===== config.mk =====
export PLATFORM = sky130hd
export DESIGN_NAME = sprite_blitter_flat
export DESIGN_NICKNAME = d
export VERILOG_FILES = /design/src/rtl/sprite_blitter_if.sv /design/src/rtl/sprite_blitter.sv /design/src/flat_wrapper.sv
export SDC_FILE = /design/constraint.sdc
export NUM_CORES = 1
export LEC_CHECK = 0
export CAP_MARGIN = 10
export CORE_UTILIZATION = 35
export CTS_BUF_LIST = sky130_fd_sc_hd__clkbuf_8
export DETAILED_ROUTE_END_ITERATION = 16
export HOLD_SLACK_MARGIN = 0.03
export MAX_ROUTING_LAYER = met4
export PLACE_DENSITY = 0.54
export SLEW_MARGIN = 20
export SYNTH_ARGS = -nofsm -noshare
export SYNTH_HDL_FRONTEND = slang
export SYNTH_SLANG_ARGS = --single-unit

===== constraint.sdc =====
create_clock -name clock -period 3.23 [get_ports clock]
set_clock_uncertainty 0.15 [all_clocks]
set_input_delay 0.323 -clock clock [delete_from_list [all_inputs] [get_ports clock]]
set_output_delay 0.323 -clock clock [all_outputs]
set_load 0.05 [all_outputs]

===== src/rtl/sprite_blitter_if.sv =====
// Pixel-stream and framebuffer-write bundle for sprite_blitter.
// The master side is the loader/framebuffer environment, the slave side is the blitter.
interface sprite_blitter_if #(
  parameter int DATA_WIDTH    = 12,
  parameter int X_WIDTH       = 5,
  parameter int Y_WIDTH       = 5,
  parameter int TILE_BITS     = 5,
  parameter int FB_ADDR_WIDTH = 19
);
  logic                     in_valid;
  logic [2*TILE_BITS-1:0]   in_addr;
  logic [DATA_WIDTH-1:0]    in_data;
  logic [X_WIDTH-1:0]       tile_x;
  logic [Y_WIDTH-1:0]       tile_y;
  logic                     fb_we;
  logic [FB_ADDR_WIDTH-1:0] fb_addr;
  logic [DATA_WIDTH-1:0]    fb_data;
  logic                     fb_ready;

  modport master (
    output in_valid, in_addr, in_data, tile_x, tile_y, fb_ready,
    input  fb_we, fb_addr, fb_data
  );

  modport slave (
    input  in_valid, in_addr, in_data, tile_x, tile_y, fb_ready,
    output fb_we, fb_addr, fb_data
  );
endinterface


===== src/rtl/sprite_blitter.sv =====
// sprite_blitter: turns the loader's per-pixel tile stream into clipped absolute
// framebuffer writes, buffered in a small FIFO and drained under fb_ready.
// Optional colour keying is enabled by defining SPRITE_BLITTER_TRANSPARENT_KEY_EN.
module sprite_blitter #(
  parameter int                    DATA_WIDTH        = 12,
  parameter int                    X_WIDTH           = 5,
  parameter int                    Y_WIDTH           = 5,
  parameter int                    TILE_BITS         = 5,
  parameter int                    SCREEN_WIDTH      = 640,
  parameter int                    SCREEN_HEIGHT     = 480,
  parameter int                    FB_ADDR_WIDTH     = 19,
  parameter int                    FIFO_DEPTH        = 4,
  parameter logic [DATA_WIDTH-1:0] TRANSPARENT_COLOR = 12'hF0F
) (
  input  logic             clock,
  input  logic             reset_n,
  sprite_blitter_if.slave  bus,
  output logic             sprite_done,
  output logic             overflow,
  output logic             busy
);

  localparam int AX_W  = X_WIDTH + TILE_BITS;
  localparam int AY_W  = Y_WIDTH + TILE_BITS;
  localparam int PIX_W = 2 * TILE_BITS;
  localparam int PTR_W = (FIFO_DEPTH > 1) ? $clog2(FIFO_DEPTH) : 1;
  localparam int CNT_W = PTR_W + 1;
  localparam logic [31:0] SCREEN_W_U = 32'(SCREEN_WIDTH);
  localparam logic [31:0] SCREEN_H_U = 32'(SCREEN_HEIGHT);

`ifdef SPRITE_BLITTER_TRANSPARENT_KEY_EN
  localparam bit KEY_EN = 1'b1;
`else
  localparam bit KEY_EN = 1'b0;
`endif

  // Stage 1 registers: absolute pixel coordinates, colour and end-of-sprite marker.
  logic                  s1_valid_r;
  logic [AX_W-1:0]       s1_ax_r;
  logic [AY_W-1:0]       s1_ay_r;
  logic [DATA_WIDTH-1:0] s1_data_r;
  logic                  s1_last_r;

  // Stage 2 results, computed from stage 1 and written straight into the FIFO.
  logic [FB_ADDR_WIDTH-1:0] s2_addr_s;
  logic                     s2_wr_s;

  // FIFO storage and control.
  logic [FB_ADDR_WIDTH-1:0] fifo_addr_r [FIFO_DEPTH];
  logic [DATA_WIDTH-1:0]    fifo_data_r [FIFO_DEPTH];
  logic                     fifo_wr_r   [FIFO_DEPTH];
  logic                     fifo_last_r [FIFO_DEPTH];
  logic [PTR_W-1:0]         rd_ptr_r;
  logic [PTR_W-1:0]         wr_ptr_r;
  logic [CNT_W-1:0]         count_r;

  logic empty_s;
  logic full_s;
  logic head_wr_s;
  logic head_last_s;
  logic pop_s;
  logic push_s;
  logic drop_s;

  logic sprite_done_r;
  logic overflow_r;

  // Stage 1: concatenating tile and pixel coordinates is tile*2^TILE_BITS + offset.
  always_ff @(posedge clock or negedge reset_n) begin
    if (!reset_n) begin
      s1_valid_r <= 1'b0;
      s1_ax_r    <= '0;
      s1_ay_r    <= '0;
      s1_data_r  <= '0;
      s1_last_r  <= 1'b0;
    end else begin
      s1_valid_r <= bus.in_valid;
      if (bus.in_valid) begin
        s1_ax_r   <= {bus.tile_x, bus.in_addr[TILE_BITS-1:0]};
        s1_ay_r   <= {bus.tile_y, bus.in_addr[PIX_W-1:TILE_BITS]};
        s1_data_r <= bus.in_data;
        s1_last_r <= &bus.in_addr;
      end
    end
  end

  // Stage 2: linear address, on-screen clip test and optional colour key.
  always_comb begin
    s2_addr_s = FB_ADDR_WIDTH'(32'(s1_ay_r) * SCREEN_W_U + 32'(s1_ax_r));
    s2_wr_s   = (32'(s1_ax_r) < SCREEN_W_U) && (32'(s1_ay_r) < SCREEN_H_U) &&
                !(KEY_EN && (s1_data_r == TRANSPARENT_COLOR));
  end

  // FIFO status and handshake; clipped heads retire without waiting for fb_ready.
  always_comb begin
    empty_s     = (count_r == CNT_W'(0));
    full_s      = (count_r == CNT_W'(FIFO_DEPTH));
    head_wr_s   = fifo_wr_r[rd_ptr_r];
    head_last_s = fifo_last_r[rd_ptr_r];
    pop_s       = !empty_s && (!head_wr_s || bus.fb_ready);
    push_s      = s1_valid_r && (!full_s || pop_s);
    drop_s      = s1_valid_r && full_s && !pop_s;
  end

  // FIFO storage, pointers and occupancy.
  always_ff @(posedge clock or negedge reset_n) begin
    if (!reset_n) begin
      for (int i = 0; i < FIFO_DEPTH; i++) begin
        fifo_addr_r[i] <= '0;
        fifo_data_r[i] <= '0;
        fifo_wr_r[i]   <= 1'b0;
        fifo_last_r[i] <= 1'b0;
      end
      rd_ptr_r <= '0;
      wr_ptr_r <= '0;
      count_r  <= '0;
    end else begin
      if (push_s) begin
        fifo_addr_r[wr_ptr_r] <= s2_addr_s;
        fifo_data_r[wr_ptr_r] <= s1_data_r;
        fifo_wr_r[wr_ptr_r]   <= s2_wr_s;
        fifo_last_r[wr_ptr_r] <= s1_last_r;
        wr_ptr_r              <= wr_ptr_r + PTR_W'(1);
      end
      if (pop_s) begin
        rd_ptr_r <= rd_ptr_r + PTR_W'(1);
      end
      case ({push_s, pop_s})
        2'b10:   count_r <= count_r + CNT_W'(1);
        2'b01:   count_r <= count_r - CNT_W'(1);
        default: count_r <= count_r;
      endcase
    end
  end

  // Status flags: sprite completion pulse and sticky overflow.
  always_ff @(posedge clock or negedge reset_n) begin
    if (!reset_n) begin
      sprite_done_r <= 1'b0;
      overflow_r    <= 1'b0;
    end else begin
      sprite_done_r <= pop_s && head_last_s;
      overflow_r    <= overflow_r | drop_s;
    end
  end

  // Stage 2 has no register of its own, so stage 1 valid also covers it in busy.
  assign bus.fb_we   = !empty_s && head_wr_s;
  assign bus.fb_addr = fifo_addr_r[rd_ptr_r];
  assign bus.fb_data = fifo_data_r[rd_ptr_r];
  assign sprite_done = sprite_done_r;
  assign overflow    = overflow_r;
  assign busy        = s1_valid_r | !empty_s;

endmodule


===== src/flat_wrapper.sv =====
// flat-port wrapper written by rule: the top's interface ports become plain ports
module sprite_blitter_flat 
#(
  parameter int                    DATA_WIDTH        = 12,
  parameter int                    X_WIDTH           = 5,
  parameter int                    Y_WIDTH           = 5,
  parameter int                    TILE_BITS         = 5,
  parameter int                    SCREEN_WIDTH      = 640,
  parameter int                    SCREEN_HEIGHT     = 480,
  parameter int                    FB_ADDR_WIDTH     = 19,
  parameter int                    FIFO_DEPTH        = 4,
  parameter logic [DATA_WIDTH-1:0] TRANSPARENT_COLOR = 12'hF0F
)
  (clock, reset_n, sprite_done, overflow, busy, bus_in_valid, bus_in_addr, bus_in_data, bus_tile_x, bus_tile_y, bus_fb_ready, bus_fb_we, bus_fb_addr, bus_fb_data);
  sprite_blitter_if #(.DATA_WIDTH(DATA_WIDTH), .X_WIDTH(X_WIDTH), .Y_WIDTH(Y_WIDTH), .TILE_BITS(TILE_BITS), .FB_ADDR_WIDTH(FB_ADDR_WIDTH)) bus_i ();
  input  logic clock;
  input  logic reset_n;
  output logic sprite_done;
  output logic overflow;
  output logic busy;
  input wire logic [$bits(bus_i.in_valid)-1:0] bus_in_valid;
  input wire logic [$bits(bus_i.in_addr)-1:0] bus_in_addr;
  input wire logic [$bits(bus_i.in_data)-1:0] bus_in_data;
  input wire logic [$bits(bus_i.tile_x)-1:0] bus_tile_x;
  input wire logic [$bits(bus_i.tile_y)-1:0] bus_tile_y;
  input wire logic [$bits(bus_i.fb_ready)-1:0] bus_fb_ready;
  output wire logic [$bits(bus_i.fb_we)-1:0] bus_fb_we;
  output wire logic [$bits(bus_i.fb_addr)-1:0] bus_fb_addr;
  output wire logic [$bits(bus_i.fb_data)-1:0] bus_fb_data;
  assign bus_i.in_valid = bus_in_valid;
  assign bus_i.in_addr = bus_in_addr;
  assign bus_i.in_data = bus_in_data;
  assign bus_i.tile_x = bus_tile_x;
  assign bus_i.tile_y = bus_tile_y;
  assign bus_i.fb_ready = bus_fb_ready;
  assign bus_fb_we = bus_i.fb_we;
  assign bus_fb_addr = bus_i.fb_addr;
  assign bus_fb_data = bus_i.fb_data;
  sprite_blitter #(.DATA_WIDTH(DATA_WIDTH), .X_WIDTH(X_WIDTH), .Y_WIDTH(Y_WIDTH), .TILE_BITS(TILE_BITS), .SCREEN_WIDTH(SCREEN_WIDTH), .SCREEN_HEIGHT(SCREEN_HEIGHT), .FB_ADDR_WIDTH(FB_ADDR_WIDTH), .FIFO_DEPTH(FIFO_DEPTH), .TRANSPARENT_COLOR(TRANSPARENT_COLOR)) u_core (.clock(clock), .reset_n(reset_n), .bus(bus_i), .sprite_done(sprite_done), .overflow(overflow), .busy(busy));
endmodule

==> impl_metrics.csv, run 1 <==
group,metric,value,unit
placement,port_buffers,70,
cts,cts_buffer_depth,2,
synth,syn-cell-area,0.008149,mm^2
final_layout,drive_gt1_share,20.37,%
worst_setup_path,crit_type,"register to register",
global_routing,grt_pass1_vias,5904,
worst_setup_path,path_max_fanout,8,
global_routing,met1_usage,23.38,%
timing,slew_viol_final,0,
global_routing,grt_pass1_wl,31.62,mm
final_layout,diodes,0,
synth,ys_ff_latch,175,
cts,cts_buffers,17,
min_path,hold_path.class,"primary input to register",
timing,max_clock_freq,0.3069,GHz
worst_setup_path,path_buf_inv,1,
global_routing,gr-usage-met2,28.14,%
worst_setup_path,setup.worst_path.start_class,"register",
routing,ant_nets,0,
synth,postSynthAreaPerCell,10.57,um^2
floorplanning,rows,55,
routing,firstDrtPassIters,4,
power_and_ir_drop,finalPower,9940,uW
cts,path_clk_slew,0.09,ns
cts,clk_latency,0.47,ns
synth,synth.yosys.seq_area_share,53.74,%
synth,ys_types,53,
run_status,violations,"setup timing",
worst_setup_path,path_cells,"ha_1, ha_2, inv_2, fa_2, nand2b_4, or3_4, or4_4, or4_1, nand3_1",
placement,dp_slack,-0.001538,ns
power_and_ir_drop,power_density,1033,mW/mm^2
final_layout,finalNetCount,914,
run_status,status,"finished with violations",
floorplanning,start_util,35.88,%
global_routing,antenna_found_initial,0,
cts,clockRootBuffer,"clkbuf_8",
cts,cts_tree,"done",
synth,synthArstFlopShare,100.0,%
floorplanning,die_w,154.6,um
synth,ys_warn_count,0,
routing,viasPerCell,4.876,
synth,synth_ff_type,"dfrtp_1",
global_routing,gr-max-usage-layer,"met2",
timing,post-route-period-util,100.9,%
cts,clock-sinks,175,
routing,initialDrtViolationCount,294,
cts,htreeDepth,4,
timing,whs,0.2567,ns
timing,layout_min_cycle_time,3.259,ns
timing,final_hold_viol_count,0,
global_routing,grt_use_met3,3.306,%
power_and_ir_drop,power.leakage,0.004600,uW
worst_setup_path,cp.arrival,3.51,ns
routing,drc_errors,0,
power_and_ir_drop,max-vdd-ir-drop,0.5729,mV
worst_setup_path,worst_setup_path_end_kind,"register",
final_layout,area_delta_synth_final,18.10,%
global_routing,grtUsageTotal,17.71,%
timing,setup_viol,3,
floorplanning,die_area,0.02390,mm^2
routing,drt-total-wl,18.83,mm
synth,synthesis.instances,771,
worst_setup_path,slowest_stage,"or4_4",
global_routing,grt_max_degree,79,
floorplanning,dieHeight,154.6,um
synth,synth_edf_count,0,
routing,vias,5603,
synth,synthesis.nets,834,
job,max_cap_viol_count,0,
placement,dpl.cell_count,1112,
global_routing,gr-total-overflow,0,
timing,slew-limit-headroom,39.42,%
floorplanning,ioPinCount,71,
worst_setup_path,crit_required,3.48,ns
worst_setup_path,cpPeakStageDelay,0.60,ns
routing,wl_per_cell,16.38,um
floorplanning,coreArea,0.02271,mm^2
timing,worst_slack,-0.02870,ns
final_layout,final_cells,1149,
placement,dpl.hpwl,12.14,mm
timing,tightest_slew,0.9087,ns
worst_setup_path,cpLargestDelayFamily,"simple AND/OR/NAND/NOR gates",
timing,rsz0062_at_grt,"true",
placement,place_congestion,0.7247,
cell families (layout without fill, tap and decap cells):
logic type      Yosys count  in the layout  synth area share [%]
fa+ha+maj                27             27                 4.422
simple gates            345            345                 17.29
mux                      64             64                 13.39
compound gates           86             86                 6.372
xor+xnor                 18             18                 2.027
flops                   175            175                 53.74
buf+inv                  56            149                 2.764
cells in the final DEF (no fill, tap or decap), types with 2 or more instances in the layout:
master,count
fa_1,2
a21oi_1,3
and2_1,6
o21bai_1,2
clkinv_2,3
a21o_1,2
nand2_1,299
o32ai_1,2
o31a_1,2
o211ai_1,4
nor3b_1,2
xnor2_1,6
mux2_2,30
nor2b_1,2
ha_1,23
clkbuf_8,18
nor2_1,8
or4_4,2
mux4_2,33
xor2_1,11
nand2_2,2
clkinv_4,2
or4_1,4
buf_12,2
inv_6,5
nand3_1,5
o31ai_1,2
o21ai_0,57
clkdlybuf4s50_1,36
nand4_1,3
dfrtp_1,174
inv_1,17
buf_4,59
o21a_1,2
flip-flops by register name, indices dropped and copies added, names as in the netlist, 2 cells and up:
signal,flops
u_core.count_r,3
u_core.wr_ptr_r,2
u_core.fifo_wr_r,4
u_core.fifo_data_r,48
u_core.rd_ptr_r,2
u_core.s1_ax_r,10
u_core.s1_data_r,12
u_core.fifo_addr_r,76
u_core.fifo_last_r,4
u_core.s1_ay_r,10
per-layer routing:
layer / up-vias / wire length [um]
li1: 2752 / -
met1: 2754 / 9131
met2: 84 / 9052
met3: 13 / 468
met4: 0 / 172
met5: - / 0
through the flow:
stage                     util [%]  cell area (um^2)  setup TNS [ns]
after floorplan                  -              8149               0
after global placement       40.40              9175               0
after detailed placement     40.40              9175       -0.002508
after CTS                    42.17              9577               0
after global routing         42.38              9624         -0.5868
final                        42.38              9624        -0.06243
final timing paths:
kind                              startpoint                     end  slack [ns]  cells after the start
setup / recovery           u_core.s1_ay_r[3]  u_core.fifo_addr_r[37]       -0.03                      9
hold / removal                  bus_in_valid       u_core.s1_valid_r        0.26                      1
setup reg to reg           u_core.s1_ay_r[3]  u_core.fifo_addr_r[37]       -0.03                      9
hold reg to reg              u_core.overflow         u_core.overflow        0.32                      2
max in group asynchronous            reset_n  u_core.fifo_data_r[18]        1.84                      3
min in group asynchronous            reset_n       u_core.s1_ax_r[8]        0.30                      2
cells in the mapped netlist (8+ instances only):
cell	count	share of area, %
o21ai_0	57	3.5
ha_1	24	3.7
xor2_1	11	1.2
dfrtp_1	175	54
nor2_1	8	0.37
mux2_2	30	4.1
inv_1	17	0.78
nand2_1	299	14
clkbuf_1	28	1.3
mux4_2	33	9.1
cell type report:
class                           instances  area [um^2]
Clock buffer                           18        247.7
Tap cell                              285        356.6
Timing Repair Buffer                  100        869.6
Clock inverter                         14        128.9
Fill cell                            2263        13090
Inverter                               17        63.81
Sequential cell                       175         4380
Multi-Input combinational cell        540         3577
report_power, final:
part,internal [uW],switching (uW)
logic,1870,3090
registers,3020,454
clock network,643,865
total,5530,4410
timing repair:
item | in CTS | in global routing
setup endpoints to repair | 4 | 12
endpoints found under the hold margin | 73 | 0
pin swaps | 0 | 9
buffers inserted | 2 | 2
resized for setup | 0 | 8
hold buffers | 1 | 0
worst register-to-register path, delay by kind of cell (launching register included):
kind                     cells  cell delay, ns
adder cells (fa/ha/maj)      3            0.91
buffers and inverters        1            0.06
flip-flops                   1            0.39
AND/OR/NAND/NOR              5            1.69
Note: power is estimated with default switching activity, not from simulation.
==> run 2: changes to the inputs <==
--- a/config.mk
+++ b/config.mk
@@ -11,7 +11,7 @@
 export DETAILED_ROUTE_END_ITERATION = 16
 export HOLD_SLACK_MARGIN = 0.03
 export MAX_ROUTING_LAYER = met4
-export PLACE_DENSITY = 0.54
+export PLACE_DENSITY = 0.6
 export SLEW_MARGIN = 20
 export SYNTH_ARGS = -nofsm -noshare
 export SYNTH_HDL_FRONTEND = slang
==> run 2 against run 1 <==
Effect of this change: the flow now finishes without violations; die area did not move; flip-flop and latch count stayed put; clock-buffer cell count is the same; power shrank 0.24%; sequential share of layout area barely moved; via count shrank 0.21%; highest routed layer unchanged.
==> impl_metrics.csv, run 2 (synthesis gave the netlist of run 1 again) <==
group,metric,value,unit
run_status,status,"finished, final reports clean",
final_layout,post-route-util,42.41,%
routing,firstDrtPassIters,5,
routing,initialDrtViolationCount,246,
cts,cts_buffer_depth,2,
min_path,hold_path.class,"primary input to register",
global_routing,grt_max_degree,98,
power_and_ir_drop,max-vdd-ir-drop,0.5588,mV
final_layout,finalNetCount,913,
final_layout,reg_top3,"u_core.fifo_addr_r: 76 flops, u_core.fifo_data_r: 48 flops, u_core.s1_data_r: 12 flops",
final_layout,top_register,"u_core.fifo_addr_r",
floorplanning,die_w,154.6,um
timing,layout_min_cycle_time,3.144,ns
floorplanning,die_area,0.02390,mm^2
floorplanning,rows,55,
final_layout,layout_commonest_cell,"nand2_1",
worst_setup_path,worst_setup_path_end_kind,"register",
floorplanning,ioPinCount,71,
floorplanning,dieHeight,154.6,um
final_layout,largest_reg_flops,76,
global_routing,gr-total-overflow,0,
placement,port_buffers,70,
cts,clock-sinks,175,
final_layout,final_cell_mix,"nand2_1, dfrtp_1, o21ai_0, buf_4, clkdlybuf4s50_1",
timing,max_clock_freq,0.3181,GHz
timing,rsz0062_at_grt,"true",
worst_setup_path,path_max_fanout,5,
global_routing,grtUsageTotal,16.93,%
placement,dp_slack,-0.02104,ns
routing,ant_nets,0,
global_routing,grt_pass1_vias,5672,
timing,worst_slack,0.08599,ns
worst_setup_path,crit_type,"register to register",
cts,cts_tree,"done",
timing,slew-limit-headroom,35.91,%
cts,clockRootBuffer,"clkbuf_8",
routing,wl_per_cell,15.82,um
global_routing,grt_pass1_wl,30.37,mm
worst_setup_path,crit_required,3.47,ns
routing,viasPerCell,4.874,
timing,final_hold_viol_count,0,
job,max_cap_viol_count,0,
cts,htreeDepth,4,
placement,place_congestion,0.7964,
routing,drc_errors,0,
power_and_ir_drop,power.leakage,0.004603,uW
floorplanning,coreArea,0.02271,mm^2
cts,cts_buffers,17,
timing,slew_viol_final,0,
floorplanning,start_util,35.88,%
worst_setup_path,cp.arrival,3.39,ns
routing,vias,5591,
power_and_ir_drop,power_density,1030,mW/mm^2
placement,dpl.hpwl,11.85,mm
timing,setup_viol,0,
timing,tightest_slew,0.9613,ns
routing,drt-total-wl,18.15,mm
final_layout,area_delta_synth_final,18.18,%
cts,clk_latency,0.45,ns
global_routing,antenna_found_initial,0,
timing,post-route-period-util,97.34,%
power_and_ir_drop,finalPower,9916,uW
cts,path_clk_slew,0.09,ns
worst_setup_path,setup.worst_path.start_class,"register",
final_layout,diodes,0,
final_layout,drive_gt1_share,20.53,%
-- run 2: worst paths after layout --
path	startpoint	to	slack, ns	depth (start not counted)
min reg2reg	u_core.overflow	u_core.overflow	0.32	2
max reg2reg	u_core.s1_ay_r[3]	u_core.fifo_addr_r[56]	0.09	10
min	bus_tile_x[3]	u_core.s1_ax_r[8]	0.28	3
min in group asynchronous	reset_n	u_core.fifo_addr_r[10]	0.31	3
max in group asynchronous	reset_n	u_core.s1_data_r[10]	1.79	3
max	u_core.s1_ay_r[3]	u_core.fifo_addr_r[56]	0.09	10
-- run 2: stage by stage --
step / setup TNS (ns) / hold WS, ns / instances / area (um^2)
final: 0 / 0.2846 / 1147 / 9630
after global routing: -0.01753 / 0.2783 / 1147 / 9630
after CTS: -0.01881 / 0.2594 / 1145 / 9577
after detailed placement: -0.04177 / -0.04747 / 1109 / 9153
after global placement: 0 / -0.04578 / 1109 / 9153
after floorplan: 0 / -0.1226 / 771 / 8149
-- run 2: area by class of cell --
class | instances | area, um^2
multi-input cells | 541 | 3610
clock inverters | 13 | 115.1
repair buffers | 98 | 857.1
clock buffers | 18 | 247.7
fillers | 2215 | 13080
inverters | 17 | 63.81
flip-flops and latches | 175 | 4380
well taps | 285 | 356.6
-- run 2: routing by layer --
metal	GRT usage [%]	vias up	wire length, um
met3	3.614	12	783
met2	24.99	104	8351
li1	-	2754	-
met1	23.36	2721	8806
met5	-	-	0
met4	5.092	0	208
-- run 2: report_power, final --
group	switching, uW	total, uW	leakage [uW]	internal [uW]
logic	3110	4990	0.00224	1880
clock network	812	1440	0.000194	633
registers	457	3480	0.00217	3020
-- run 2: worst max-delay path, stage by stage, from the launching register on --
cell and delay, ns:
dfrtp_1 0.39, ha_1 0.28, ha_2 0.18, inv_2 0.04
fa_2 0.34, and2b_2 0.25, o22ai_2 0.09, xor2_2 0.16
or4_4 0.58, or4_4 0.56, nand3_2 0.07
-- run 2: what timing repair did --
item,4_1_cts,5_1_grt
gates resized for setup,5,10
setup buffers,2,2
hold endpoints to repair,175,0
pin swaps,7,4
endpoints found under the setup margin,4,9
gates cloned,1,0
hold buffers,2,0
==> run 3: changes to the inputs <==
--- a/config.mk
+++ b/config.mk
@@ -16,3 +16,4 @@
 export SYNTH_ARGS = -nofsm -noshare
 export SYNTH_HDL_FRONTEND = slang
 export SYNTH_SLANG_ARGS = --single-unit
+export TNS_END_PERCENT = 10
==> run 3 against run 2 <==
Effect of this change: register-to-register slack barely moved; non-clock buffer count is 2 lower; flip-flop and latch count is the same; cell count decreased by 0.17%; critical path type unchanged; critical path depth decreased by 1; sequential power hardly changed.
==> impl_metrics.csv, run 3 (synthesis gave the netlist of run 1 again) <==
group,metric,value,unit
power_and_ir_drop,pwr-share-comb,50.2,%
worst_setup_path,cpLargestDelayFamily,"simple AND/OR/NAND/NOR gates",
worst_setup_path,setup.worst_path.start_class,"register",
global_routing,grt_max_degree,98,
job,max_cap_viol_count,0,
worst_setup_path,slowest_stage,"or4_2",
final_layout,drive_gt1_share,19.77,%
global_routing,grtUsageTotal,16.93,%
timing,tns,0,ns
final_layout,final_cell_mix,"nand2_1, dfrtp_1, o21ai_0",
placement,place_area,0.009153,mm^2
cts,path_clk_slew,0.09,ns
timing,setup_viol,0,
timing,post-route-period-util,97.63,%
cts,cts_buffers,17,
cts,cts_buffer_depth,2,
global_routing,gr-total-overflow,0,
cts,clk_latency,0.45,ns
final_layout,diodes,0,
cts,clock-sinks,175,
power_and_ir_drop,p_int,5519,uW
cts,htreeDepth,4,
floorplanning,rows,55,
power_and_ir_drop,switching_share,44.20,%
final_layout,nFillCells,2222,
worst_setup_path,crit_required,3.40,ns
placement,port_buffers,70,
worst_setup_path,worst_setup_path_end_kind,"register",
timing,max_clock_freq,0.3171,GHz
global_routing,grt_pass1_vias,5667,
min_path,hold_path.class,"primary input to register",
cts,clockRootBuffer,"clkbuf_8",
routing,ant_nets,0,
final_layout,finalInstanceArea,0.009592,mm^2
timing,whs,0.2871,ns
final_layout,multi_input_area,0.003586,mm^2
routing,viasPerCell,4.904,
power_and_ir_drop,max-vdd-ir-drop,0.5588,mV
worst_setup_path,path_buf_inv,1,
routing,firstDrtPassIters,5,
timing,tightest_slew,0.9657,ns
timing,final_hold_viol_count,0,
floorplanning,dieHeight,154.6,um
power_and_ir_drop,power_density,1031,mW/mm^2
power_and_ir_drop,power.leakage,0.004577,uW
routing,drc_errors,0,
floorplanning,coreArea,0.02271,mm^2
worst_setup_path,crit_type,"register to register",
final_layout,final_cells,1145,
final_layout,largest_reg_flops,76,
routing,initialDrtViolationCount,263,
power_and_ir_drop,net-switching-power,4371,uW
run_status,status,"finished, final reports clean",
timing,slew-limit-headroom,35.62,%
power_and_ir_drop,pwr-share-seq,35.2,%
timing,worst_slack,0.07645,ns
routing,wl_per_cell,15.87,um
cts,cts_tree,"done",
final_layout,regArea,0.004380,mm^2
worst_setup_path,cpPeakStageDelay,0.73,ns
final_layout,top_register,"u_core.fifo_addr_r",
timing,rsz0062_at_grt,"true",
placement,dpl.cell_count,1109,
placement,dp_slack,-0.02104,ns
timing,slew_viol_final,0,
floorplanning,ioPinCount,71,
worst_setup_path,cp.arrival,3.33,ns
routing,drt-total-wl,18.17,mm
final_layout,area_delta_synth_final,17.70,%
global_routing,grt_pass1_wl,30.37,mm
worst_setup_path,path_max_fanout,4,
timing,layout_min_cycle_time,3.154,ns
floorplanning,start_util,35.88,%
routing,vias,5615,
worst_setup_path,path_cells,"ha_1, ha_2, inv_2, fa_2, nand2b_4, or3_4, or4_2, o211ai_1, nand3_2",
worst_setup_path,r2r_slack,0.08,ns
final_layout,reg_top3,"u_core.fifo_addr_r: 76 flops, u_core.fifo_data_r: 48 flops, u_core.s1_data_r: 12 flops",
floorplanning,die_area,0.02390,mm^2
final_layout,finalNetCount,911,
global_routing,antenna_found_initial,0,
final_layout,layout_commonest_cell,"nand2_1",
power_and_ir_drop,clkPwrFrac,14.6,%
placement,dpl.hpwl,11.85,mm
floorplanning,die_w,154.6,um
placement,place_congestion,0.7964,
## run 3: cell count changes in the layout (fill, tap and decap cells not counted), moves of 2 or more
cell     before  now
buf_4        56   54
nand3_1       3    5
nand3_2       3    1
or4_1         2    4
or4_4         5    2
## run 3: power groups by stage
stage | combinational [uW] | sequential [uW] | clock, uW
after floorplan | 3650 | 3380 | 0
after global placement | 4950 | 3500 | 0
after detailed placement | 5010 | 3520 | 0
after CTS | 5050 | 3480 | 1480
after global routing | 5410 | 3590 | 1590
final | 4970 | 3480 | 1440
## run 3: repair_timing
action                                  4_1_cts  5_1_grt
pin swaps                                     6        2
resized for setup                             5        3
endpoints found under the setup margin        4        9
hold endpoints to repair                    175        0
buffers inserted                              2        0
cloned                                        1        0
hold buffers                                  2        0
## run 3: worst paths after layout
path,depth (start not counted),end,start
setup / recovery,9,u_core.fifo_addr_r[75],u_core.s1_ay_r[3]
hold / removal,3,u_core.s1_ax_r[8],bus_tile_x[3]
setup reg to reg,9,u_core.fifo_addr_r[75],u_core.s1_ay_r[3]
hold reg to reg,2,u_core.overflow,u_core.overflow
max in group asynchronous,3,u_core.s1_data_r[10],reset_n
min in group asynchronous,3,u_core.fifo_addr_r[10],reset_n
## run 3: per-layer routing
metal / GRT usage, % / up-vias / part of all wire (%)
li1: - / 2748 / -
met1: 23.36 / 2752 / 49
met2: 24.99 / 101 / 46
met3: 3.614 / 14 / 3.9
met4: 5.092 / 0 / 1.2
met5: - / - / 0
## run 3: final cells by class
cell class,count,area share [%]
Clock inverter,13,1.200
Tap cell,285,3.718
Clock buffer,18,2.583
Sequential cell,175,45.67
Multi-Input combinational cell,541,37.39
Inverter,17,0.6653
Timing Repair Buffer,96,8.779
## run 3: metrics by stage
| stage | power (uW) | utilization (%) |
|---|---|---|
| floorplan | 7026 | - |
| global placement | 8451 | 40.30 |
| detailed placement | 8532 | 40.30 |
| CTS | 10020 | 42.17 |
| global route | 10590 | 42.24 |
| finish | 9891 | 42.24 |
## run 3: worst register-to-register path, stage by stage, from the launching register on
cell and delay (ns):
dfrtp_1 0.39, ha_1 0.29, ha_2 0.18, inv_2 0.05, fa_2 0.42, nand2b_4 0.15
or3_4 0.33, or4_2 0.73, o211ai_1 0.23, nand3_2 0.10
